--- src/rtl/trigger_link_pkg.sv ---
// Constants shared by the trigger link transmitter and receiver:
// control K-bytes, frame geometry and the receiver alignment states.
package trigger_link_pkg;

    localparam logic [7:0]  K_NORMAL     = 8'hBC;
    localparam logic [7:0]  K_BC0        = 8'h3C;
    localparam logic [7:0]  K_OVF        = 8'h7C;
    localparam logic [7:0]  K_BC0_OVF    = 8'hFC;
    localparam logic [1:0]  CHARISK_CTRL = 2'b10;

    localparam int unsigned FRAME_WORDS  = 4;
    localparam int unsigned CLUSTER_W    = 14;
    localparam int unsigned N_CLUSTERS   = 4;
    localparam int unsigned FRAME_BITS   = N_CLUSTERS * CLUSTER_W;
    localparam logic [1:0]  LAST_WORD    = 2'(FRAME_WORDS - 1);

    typedef enum logic [1:0] {
        ST_HUNT   = 2'd0,
        ST_VERIFY = 2'd1,
        ST_LOCKED = 2'd2
    } align_state_t;

    function automatic logic is_ctrl_byte(input logic [7:0] b);
        return (b == K_NORMAL) || (b == K_BC0) || (b == K_OVF) || (b == K_BC0_OVF);
    endfunction

    function automatic logic ctrl_bc0(input logic [7:0] b);
        return (b == K_BC0) || (b == K_BC0_OVF);
    endfunction

    function automatic logic ctrl_ovf(input logic [7:0] b);
        return (b == K_OVF) || (b == K_BC0_OVF);
    endfunction

endpackage

--- src/rtl/trigger_link_rx_if.sv ---
// Decoded 8b/10b word stream from the trigger fiber transceiver.
interface trigger_link_rx_if;

    logic [15:0] rx_data;
    logic [1:0]  rx_charisk;
    logic        rx_err;
    logic        rx_valid;

    modport master (output rx_data, rx_charisk, rx_err, rx_valid);
    modport slave  (input  rx_data, rx_charisk, rx_err, rx_valid);

endinterface

--- src/rtl/trigger_link_rx_aligner.sv ---
// Frame alignment for the trigger link: HUNT/VERIFY/LOCKED FSM, word index
// and per-frame good/bad evaluation.
module trigger_link_rx_aligner
    import trigger_link_pkg::*;
#(
    parameter int unsigned LOCK_GOOD  = 4,
    parameter int unsigned UNLOCK_BAD = 4
) (
    input  logic       clk_160,
    input  logic       reset_i,
    input  logic       rx_valid,
    input  logic [7:0] ctrl_byte,
    input  logic [1:0] rx_charisk,
    input  logic       rx_err,
    output logic [1:0] word_idx,
    output logic       frame_end,
    output logic       frame_good,
    output logic       locked,
    output logic       lost_lock
);

    localparam int unsigned GW = $clog2(LOCK_GOOD + 1);
    localparam int unsigned BW = $clog2(UNLOCK_BAD + 1);

    align_state_t  state_q, state_d;
    logic [1:0]    widx_q, widx_d;
    logic [GW-1:0] good_cnt_q, good_cnt_d;
    logic [BW-1:0] bad_cnt_q, bad_cnt_d;
    logic          first_q, first_d;
    logic          bad_q, bad_d;

    logic          ctrl_ok;
    logic          word_bad;
    logic          frame_bad;
    logic [GW-1:0] good_next;
    logic [BW-1:0] bad_next;

    // The frame that triggered VERIFY was already counted when its ctrl word
    // was found, so its own end must not count it a second time.
    always_comb begin
        ctrl_ok   = (rx_charisk == CHARISK_CTRL) && is_ctrl_byte(ctrl_byte) && !rx_err;
        word_bad  = (widx_q == 2'd0) ? !ctrl_ok : ((rx_charisk != 2'b00) || rx_err);
        frame_bad = bad_q || word_bad;
        good_next = first_q ? good_cnt_q : good_cnt_q + GW'(1);
        bad_next  = bad_cnt_q + BW'(1);
    end

    always_comb begin
        state_d    = state_q;
        widx_d     = widx_q;
        good_cnt_d = good_cnt_q;
        bad_cnt_d  = bad_cnt_q;
        first_d    = first_q;
        bad_d      = bad_q;
        frame_end  = 1'b0;
        frame_good = 1'b0;
        lost_lock  = 1'b0;
        if (rx_valid) begin
            case (state_q)
                ST_HUNT: begin
                    widx_d = 2'd0;
                    if (ctrl_ok) begin
                        widx_d     = 2'd1;
                        good_cnt_d = GW'(1);
                        first_d    = 1'b1;
                        bad_d      = 1'b0;
                        state_d    = ST_VERIFY;
                    end
                end
                default: begin
                    widx_d = widx_q + 2'd1;
                    bad_d  = (widx_q == 2'd0) ? word_bad : frame_bad;
                    if (widx_q == LAST_WORD) begin
                        frame_end  = 1'b1;
                        frame_good = !frame_bad;
                        if (state_q == ST_VERIFY) begin
                            if (frame_bad) begin
                                state_d = ST_HUNT;
                                widx_d  = 2'd0;
                            end else begin
                                first_d    = 1'b0;
                                good_cnt_d = good_next;
                                if (good_next >= GW'(LOCK_GOOD)) begin
                                    state_d   = ST_LOCKED;
                                    bad_cnt_d = '0;
                                end
                            end
                        end else if (!frame_bad) begin
                            bad_cnt_d = '0;
                        end else if (bad_next >= BW'(UNLOCK_BAD)) begin
                            state_d   = ST_HUNT;
                            widx_d    = 2'd0;
                            bad_cnt_d = '0;
                            lost_lock = 1'b1;
                        end else begin
                            bad_cnt_d = bad_next;
                        end
                    end
                end
            endcase
        end
    end

    always_ff @(posedge clk_160) begin
        if (reset_i) begin
            state_q    <= ST_HUNT;
            widx_q     <= '0;
            good_cnt_q <= '0;
            bad_cnt_q  <= '0;
            first_q    <= 1'b0;
            bad_q      <= 1'b0;
        end else begin
            state_q    <= state_d;
            widx_q     <= widx_d;
            good_cnt_q <= good_cnt_d;
            bad_cnt_q  <= bad_cnt_d;
            first_q    <= first_d;
            bad_q      <= bad_d;
        end
    end

    assign word_idx = widx_q;
    assign locked   = (state_q == ST_LOCKED);

endmodule

--- src/rtl/trigger_link_rx.sv ---
// Trigger link receiver: frame capture, cluster decode, BX counter with BC0
// checking and saturating bad-frame counter around the frame aligner.
module trigger_link_rx
    import trigger_link_pkg::*;
#(
    parameter int unsigned NBX        = 3564,
    parameter int unsigned LOCK_GOOD  = 4,
    parameter int unsigned UNLOCK_BAD = 4
) (
    input  logic                  clk_160,
    input  logic                  reset_i,
    trigger_link_rx_if.slave      link,
    output logic [CLUSTER_W-1:0]  cluster0,
    output logic [CLUSTER_W-1:0]  cluster1,
    output logic [CLUSTER_W-1:0]  cluster2,
    output logic [CLUSTER_W-1:0]  cluster3,
    output logic                  frame_valid,
    output logic                  bc0,
    output logic                  overflow,
    output logic [N_CLUSTERS-1:0] valid_clusters,
    output logic                  locked,
    output logic [11:0]           bx_cnt,
    output logic                  bc0_err,
    output logic [15:0]           err_cnt
);

    localparam int unsigned HEAD_BITS = FRAME_BITS - 16;

    logic [1:0] word_idx;
    logic       frame_end;
    logic       frame_good;
    logic       aligned;
    logic       lost_lock;

    trigger_link_rx_aligner #(
        .LOCK_GOOD  (LOCK_GOOD),
        .UNLOCK_BAD (UNLOCK_BAD)
    ) u_aligner (
        .clk_160    (clk_160),
        .reset_i    (reset_i),
        .rx_valid   (link.rx_valid),
        .ctrl_byte  (link.rx_data[15:8]),
        .rx_charisk (link.rx_charisk),
        .rx_err     (link.rx_err),
        .word_idx   (word_idx),
        .frame_end  (frame_end),
        .frame_good (frame_good),
        .locked     (aligned),
        .lost_lock  (lost_lock)
    );

    logic [7:0]                          ctrl_q, ctrl_d;
    logic [HEAD_BITS-1:0]                head_q, head_d;
    logic [FRAME_BITS-1:0]               frame_data;
    logic [N_CLUSTERS-1:0][CLUSTER_W-1:0] cl_q, cl_d;
    logic                                fv_q, fv_d;
    logic                                bc0_q, bc0_d;
    logic                                ovf_q, ovf_d;
    logic [N_CLUSTERS-1:0]               vc_q, vc_d;
    logic                                bc0_err_q, bc0_err_d;
    logic                                synced_q, synced_d;
    logic [11:0]                         bx_q, bx_d, bx_nxt;
    logic [15:0]                         err_q, err_d;

    // Words 0..2 are buffered; word 3 is combined live on the frame-end cycle.
    always_comb begin
        ctrl_d = ctrl_q;
        head_d = head_q;
        if (link.rx_valid) begin
            case (word_idx)
                2'd0: begin
                    ctrl_d       = link.rx_data[15:8];
                    head_d[7:0]  = link.rx_data[7:0];
                end
                2'd1:    head_d[23:8]  = link.rx_data;
                2'd2:    head_d[39:24] = link.rx_data;
                default: ;
            endcase
        end
    end

    assign frame_data = {link.rx_data, head_q};

    always_comb begin
        cl_d      = cl_q;
        fv_d      = 1'b0;
        bc0_d     = 1'b0;
        ovf_d     = 1'b0;
        vc_d      = '0;
        bc0_err_d = 1'b0;
        bx_d      = bx_q;
        synced_d  = synced_q;
        err_d     = err_q;
        bx_nxt    = (bx_q == 12'(NBX - 1)) ? '0 : bx_q + 12'd1;
        if (frame_end && aligned) begin
            if (frame_good) begin
                cl_d  = frame_data;
                fv_d  = 1'b1;
                bc0_d = ctrl_bc0(ctrl_q);
                ovf_d = ctrl_ovf(ctrl_q);
                for (int unsigned n = 0; n < N_CLUSTERS; n++) begin
                    vc_d[n] = (cl_d[n][10:9] != 2'b11);
                end
                if (ctrl_bc0(ctrl_q)) begin
                    bx_d      = '0;
                    synced_d  = 1'b1;
                    bc0_err_d = synced_q && (bx_nxt != '0);
                end else begin
                    bx_d = bx_nxt;
                end
            end else begin
                bx_d = bx_nxt;
                if (err_q != '1) begin
                    err_d = err_q + 16'd1;
                end
            end
        end
        if (lost_lock) begin
            synced_d = 1'b0;
        end
    end

    always_ff @(posedge clk_160) begin
        if (reset_i) begin
            ctrl_q    <= '0;
            head_q    <= '0;
            cl_q      <= '0;
            fv_q      <= 1'b0;
            bc0_q     <= 1'b0;
            ovf_q     <= 1'b0;
            vc_q      <= '0;
            bc0_err_q <= 1'b0;
            synced_q  <= 1'b0;
            bx_q      <= '0;
            err_q     <= '0;
        end else begin
            ctrl_q    <= ctrl_d;
            head_q    <= head_d;
            cl_q      <= cl_d;
            fv_q      <= fv_d;
            bc0_q     <= bc0_d;
            ovf_q     <= ovf_d;
            vc_q      <= vc_d;
            bc0_err_q <= bc0_err_d;
            synced_q  <= synced_d;
            bx_q      <= bx_d;
            err_q     <= err_d;
        end
    end

    assign cluster0       = cl_q[0];
    assign cluster1       = cl_q[1];
    assign cluster2       = cl_q[2];
    assign cluster3       = cl_q[3];
    assign frame_valid    = fv_q;
    assign bc0            = bc0_q;
    assign overflow       = ovf_q;
    assign valid_clusters = vc_q;
    assign locked         = aligned;
    assign bx_cnt         = bx_q;
    assign bc0_err        = bc0_err_q;
    assign err_cnt        = err_q;

endmodule

--- src/flat_wrapper.sv ---
// flat-port wrapper written by rule: the top's interface ports become plain ports
module trigger_link_rx_flat import trigger_link_pkg::*;
#(
    parameter int unsigned NBX        = 3564,
    parameter int unsigned LOCK_GOOD  = 4,
    parameter int unsigned UNLOCK_BAD = 4
)
  (clk_160, reset_i, cluster0, cluster1, cluster2, cluster3, frame_valid, bc0, overflow, valid_clusters, locked, bx_cnt, bc0_err, err_cnt, link_rx_data, link_rx_charisk, link_rx_err, link_rx_valid);
  trigger_link_rx_if link_i ();
  input  logic clk_160;
  input  logic reset_i;
  output logic [CLUSTER_W-1:0] cluster0;
  output logic [CLUSTER_W-1:0] cluster1;
  output logic [CLUSTER_W-1:0] cluster2;
  output logic [CLUSTER_W-1:0] cluster3;
  output logic frame_valid;
  output logic bc0;
  output logic overflow;
  output logic [N_CLUSTERS-1:0] valid_clusters;
  output logic locked;
  output logic [11:0] bx_cnt;
  output logic bc0_err;
  output logic [15:0] err_cnt;
  input wire logic [$bits(link_i.rx_data)-1:0] link_rx_data;
  input wire logic [$bits(link_i.rx_charisk)-1:0] link_rx_charisk;
  input wire logic [$bits(link_i.rx_err)-1:0] link_rx_err;
  input wire logic [$bits(link_i.rx_valid)-1:0] link_rx_valid;
  assign link_i.rx_data = link_rx_data;
  assign link_i.rx_charisk = link_rx_charisk;
  assign link_i.rx_err = link_rx_err;
  assign link_i.rx_valid = link_rx_valid;
  trigger_link_rx #(.NBX(NBX), .LOCK_GOOD(LOCK_GOOD), .UNLOCK_BAD(UNLOCK_BAD)) u_core (.clk_160(clk_160), .reset_i(reset_i), .link(link_i), .cluster0(cluster0), .cluster1(cluster1), .cluster2(cluster2), .cluster3(cluster3), .frame_valid(frame_valid), .bc0(bc0), .overflow(overflow), .valid_clusters(valid_clusters), .locked(locked), .bx_cnt(bx_cnt), .bc0_err(bc0_err), .err_cnt(err_cnt));
endmodule
--- config.mk ---
export PLATFORM = sky130hd
export DESIGN_NAME = trigger_link_rx_flat
export DESIGN_NICKNAME = d
export VERILOG_FILES = /design/src/rtl/trigger_link_pkg.sv /design/src/rtl/trigger_link_rx_if.sv /design/src/rtl/trigger_link_rx_aligner.sv /design/src/rtl/trigger_link_rx.sv /design/src/flat_wrapper.sv
export SDC_FILE = /design/constraint.sdc
export NUM_CORES = 1
export LEC_CHECK = 0
export ABC_AREA = 1
export BUFFER_PORTS_ARGS = -buffer_cell sky130_fd_sc_hd__buf_2
export CAP_MARGIN = 20
export CORE_AREA = 2 2 157 159
export DETAILED_ROUTE_END_ITERATION = 8
export DIE_AREA = 0 0 159 161
export GPL_TIMING_DRIVEN = 0
export PLACE_DENSITY_LB_ADDON = 0.12
export SLEW_MARGIN = 5
export SYNTH_ARGS = -nofsm -noshare
export SYNTH_HDL_FRONTEND = slang
export SYNTH_HIERARCHICAL = 1
export SYNTH_SLANG_ARGS = --single-unit
--- constraint.sdc ---
create_clock -name clk_160 -period 6.3 [get_ports clk_160]
set_input_delay 0.63 -clock clk_160 [delete_from_list [all_inputs] [get_ports clk_160]]
set_output_delay 0.63 -clock clk_160 [all_outputs]
set_load 0.01 [all_outputs]
==> impl_results.md <==
- Status: finished, final reports clean
- Ant diodes: 0
- CP Max Fanout: 10
- Setup Fix Bufs, Post-CTS: 0
- Drt wl/cell: about 15 um
- Hold Crit Class: flip-flop to flip-flop
- Clk_skew: 12.9 ps
- Clock Sinks: 153
- Vias: around 5900
- Placed cells: roughly 1300
- H-Tree Depth: 4
- Area Growth Syn to Fin: 23.8%
- Die Wd: between 150 and 200 um
- Number of routed nets with antenna violations: 0
- Pre-CTS setup slack: ~3300 ps
- Largest family of logic cells by synthesized area: simple AND/OR/NAND/NOR gates
- R2R depth: 12
- Sequential area share after synthesis: 0.480
- Clk root buf: clkbuf_16
- CP max stage cell: dfxtp_1
- Adder-cell share of the synthesized area: 0.0137
- Non-filler instance count after layout: 1335
- Initial drt markers: around 360
- Multiplexer share of the synthesized area: 0
- #FFs+latches synth: between 150 and 200
- Rel. slew slack: 0.602
- Post-Synth XOR/XNOR Area: 0.0137
- Gr ovfl total: 0
- Reg clk slew, reported paths: approximately 60 ps
- CTS Hold Bufs: 0
- WHS: around 450 ps
- Tot GR Track Use: 0.156
- Core Area: approximately 24000 um2
- Max-cap violations: 0
- Synthesized instance count: 866
- Initial antenna violation count: 0
- Synthesized area: 6380 um2
- Layout cells sized above 1: 0.185
- Final nets: between 1000 and 1500
- Mean Syn Cell Area: 7.37 um2
- Worst setup path startpoint: u_core/u_aligner/word_idx[0]
- RSZ-0062 raised after global routing: no
- CTS Buf Count: 17
- Initial Util: 0.266
- Slowest cell delay on critical path: 420 ps
- DRT Pass-1 Iters: 5
- Drt drc: 0
- Leak: between 0.003 and 0.004 uW
- Final worst-path cycle share: 0.419
- PnR worst setup slack: about 3700 ps
- Gpl congestion: a little under 0.8
- Max VDD drop: around 160 uV
- Crit path kind: flip-flop to flip-flop
- Syn Nets: just under 900
- Final Setup Violations: 0
- Setup crit end: u_core/cluster0[7]
- Nature of the critical path startpoint: flip-flop
- FMAX: 0.378 GHz
- Tmin final: between 2000 and 3000 ps
- Largest net degree at the start of global routing: 17
- Worst setup EP type: flip-flop
- Final WL: 20100 um
- Fin. Hold Viols: 0
- CTS tree: done
- Primary FF master, synth: dfxtp_1
- PortBufs: roughly 110
- Synth Area in Compound Gates: 0.151
- Skew-Pair Late Insertion Delay: 420 ps
- DIE AREA: 25600 um2
- Worst r2r src: u_core/u_aligner/word_idx[0]
- Vias in the first global route: between 5000 and 6000
- Slew Limit Fails: 0
- Count of cell types in the netlist: 38
- Ys Warns: 6
- Worst Path Required: 6610 ps
- Reg-to-reg critical path endpoint: u_core/cluster0[7]
- Via density: between 4 and 5
- Flop2flop setup slack: around 3700 ps
- Worst-path cell chain: inv_1 > ha_1 > nand3b_1 > nand2_1 > nand2_2 > nor3_1 > inv_1 > nor2_4 > inv_2 > clkbuf_1 > nor2_1 > nor2_1
- Clock Path Buffers: 2
- Simple-gate area share of the yosys netlist: 0.267
- Post-cts sizing count: 0
- Fillers: approximately 2700
- Pwr/cell area: between 200 and 300 nW/um2
- Post-synth EDFFs: 0
- I/O Pins: between 100 and 150
- First-pass GRT wire length: between 30000 and 40000 um
- Ys async rst share: 0
- Die height: 161 um
- # rows: 57
- Worst-Margin Slew: around 600 ps
- WP data arrival: around 3000 ps
- Detail Placement HPWL: 14500 um
- Setup_tns: 0 ps
-- layout by cell type (no fill, tap or decap), types with 4 or more instances in the layout --
cell	instances
nor2_1	190
o21a_1	4
buf_2	117
o21ai_0	108
nand2_1	103
nor2_2	10
nand4_1	7
a21oi_1	64
nor3_1	14
xor2_1	4
ha_1	7
nand2_2	6
nor2_4	5
inv_2	5
o21ai_1	6
xnor2_1	6
dfxtp_1	153
inv_6	4
inv_1	76
clkbuf_1	31
clkbuf_16	17
clkinv_4	4
nand3_1	39
-- metal layers --
metal,global-route usage,vias up,share of wire
met5,0,-,0
met4,0.0434,0,0.010
met3,0.0349,9,0.043
met2,0.246,143,0.45
met1,0.216,2699,0.50
li1,-,3053,-
-- where the power goes --
| part | internal (uW) | switching [uW] |
|---|---|---|
| Clock | 514 | 453 |
| Combinational | 16.4 | 46.2 |
| Sequential | 974 | 3.94 |
| Total | 1500 | 503 |
-- flip-flops by register name, indices dropped and copies added (netlist names), 2 cells and up --
signal / flops
u_core/head_q: 40
u_core/err_cnt: 16
u_core/cluster0: 14
u_core/cluster1: 14
u_core/cluster2: 14
u_core/cluster3: 14
u_core/bx_cnt: 12
u_core/ctrl_q: 8
u_core/valid_clusters: 4
u_core/u_aligner/bad_cnt_q: 3
u_core/u_aligner/good_cnt_q: 3
u_core/u_aligner/state_q: 2
u_core/u_aligner/word_idx: 2
-- layout make-up --
class / count / area, um2 / area share
Inverter: 83 / 312 / 0.0394
Sequential cell: 153 / 3060 / 0.388
Multi-Input combinational cell: 593 / 2840 / 0.360
Tap cell: 324 / 405 / 0.0513
Buffer: 37 / 161 / 0.0204
Clock buffer: 18 / 429 / 0.0543
Timing Repair Buffer: 114 / 571 / 0.0722
Clock inverter: 13 / 113 / 0.0143
-- through the flow --
stage	instance area (um2)	total power, uW	utilization
4_1_cts	7900	2040	0.330
3_3_place_gp	7360	1060	0.307
5_1_grt	7900	2090	0.330
3_5_place_dp	7360	1060	0.307
6_report	7900	2010	0.330
2_1_floorplan	6380	1030	-
-- cells by family (layout without fill, tap and decap cells) --
| group | after synthesis | after routing |
|---|---|---|
| simple gates | 389 | 389 |
| compound gates | 187 | 187 |
| flops | 153 | 153 |
| buf+inv | 120 | 265 |
| xor+xnor | 10 | 10 |
| fa+ha+maj | 7 | 7 |
-- critical path: cells and delay by family (launching register included) --
kind	cells	cell delay, ps
adder cells (fa/ha/maj)	1	220
flip-flops	1	420
AND/OR/NAND/NOR	7	1200
buffers and inverters	4	680
-- synth_stat cells, types with 3 or more instances --
cell        n  area share
nand4_1     7      0.0069
xor2_1      4      0.0055
xnor2_1     6      0.0082
o21ai_0   108       0.085
dfxtp_1   153        0.48
a21oi_1    64       0.050
nand2_1   103       0.061
nor2_2     10      0.0098
nor2_4      5      0.0088
nor3_1     14       0.011
buf_2       3      0.0024
nor2_1    190        0.11
inv_2       5      0.0029
inv_1      76       0.045
o21ai_1     6      0.0047
o21a_1      4      0.0047
clkbuf_1   30       0.018
nand2_2     6      0.0059
nand3_1    39       0.031
ha_1        7       0.014
-- worst min path at each step --
stage	start	to	slack [ps]	cells past startpoint
finish	u_core/synced_q	u_core/bc0_err	450	2
global route	u_core/head_q[24]	u_core/valid_clusters[1]	470	1
CTS	u_core/head_q[24]	u_core/valid_clusters[1]	450	1
detailed placement	u_core/head_q[24]	u_core/valid_clusters[1]	440	1
global placement	u_core/head_q[24]	u_core/valid_clusters[1]	440	1
floorplan	u_core/head_q[9]	u_core/valid_clusters[0]	410	1
Power figures use the tool's default switching activity.
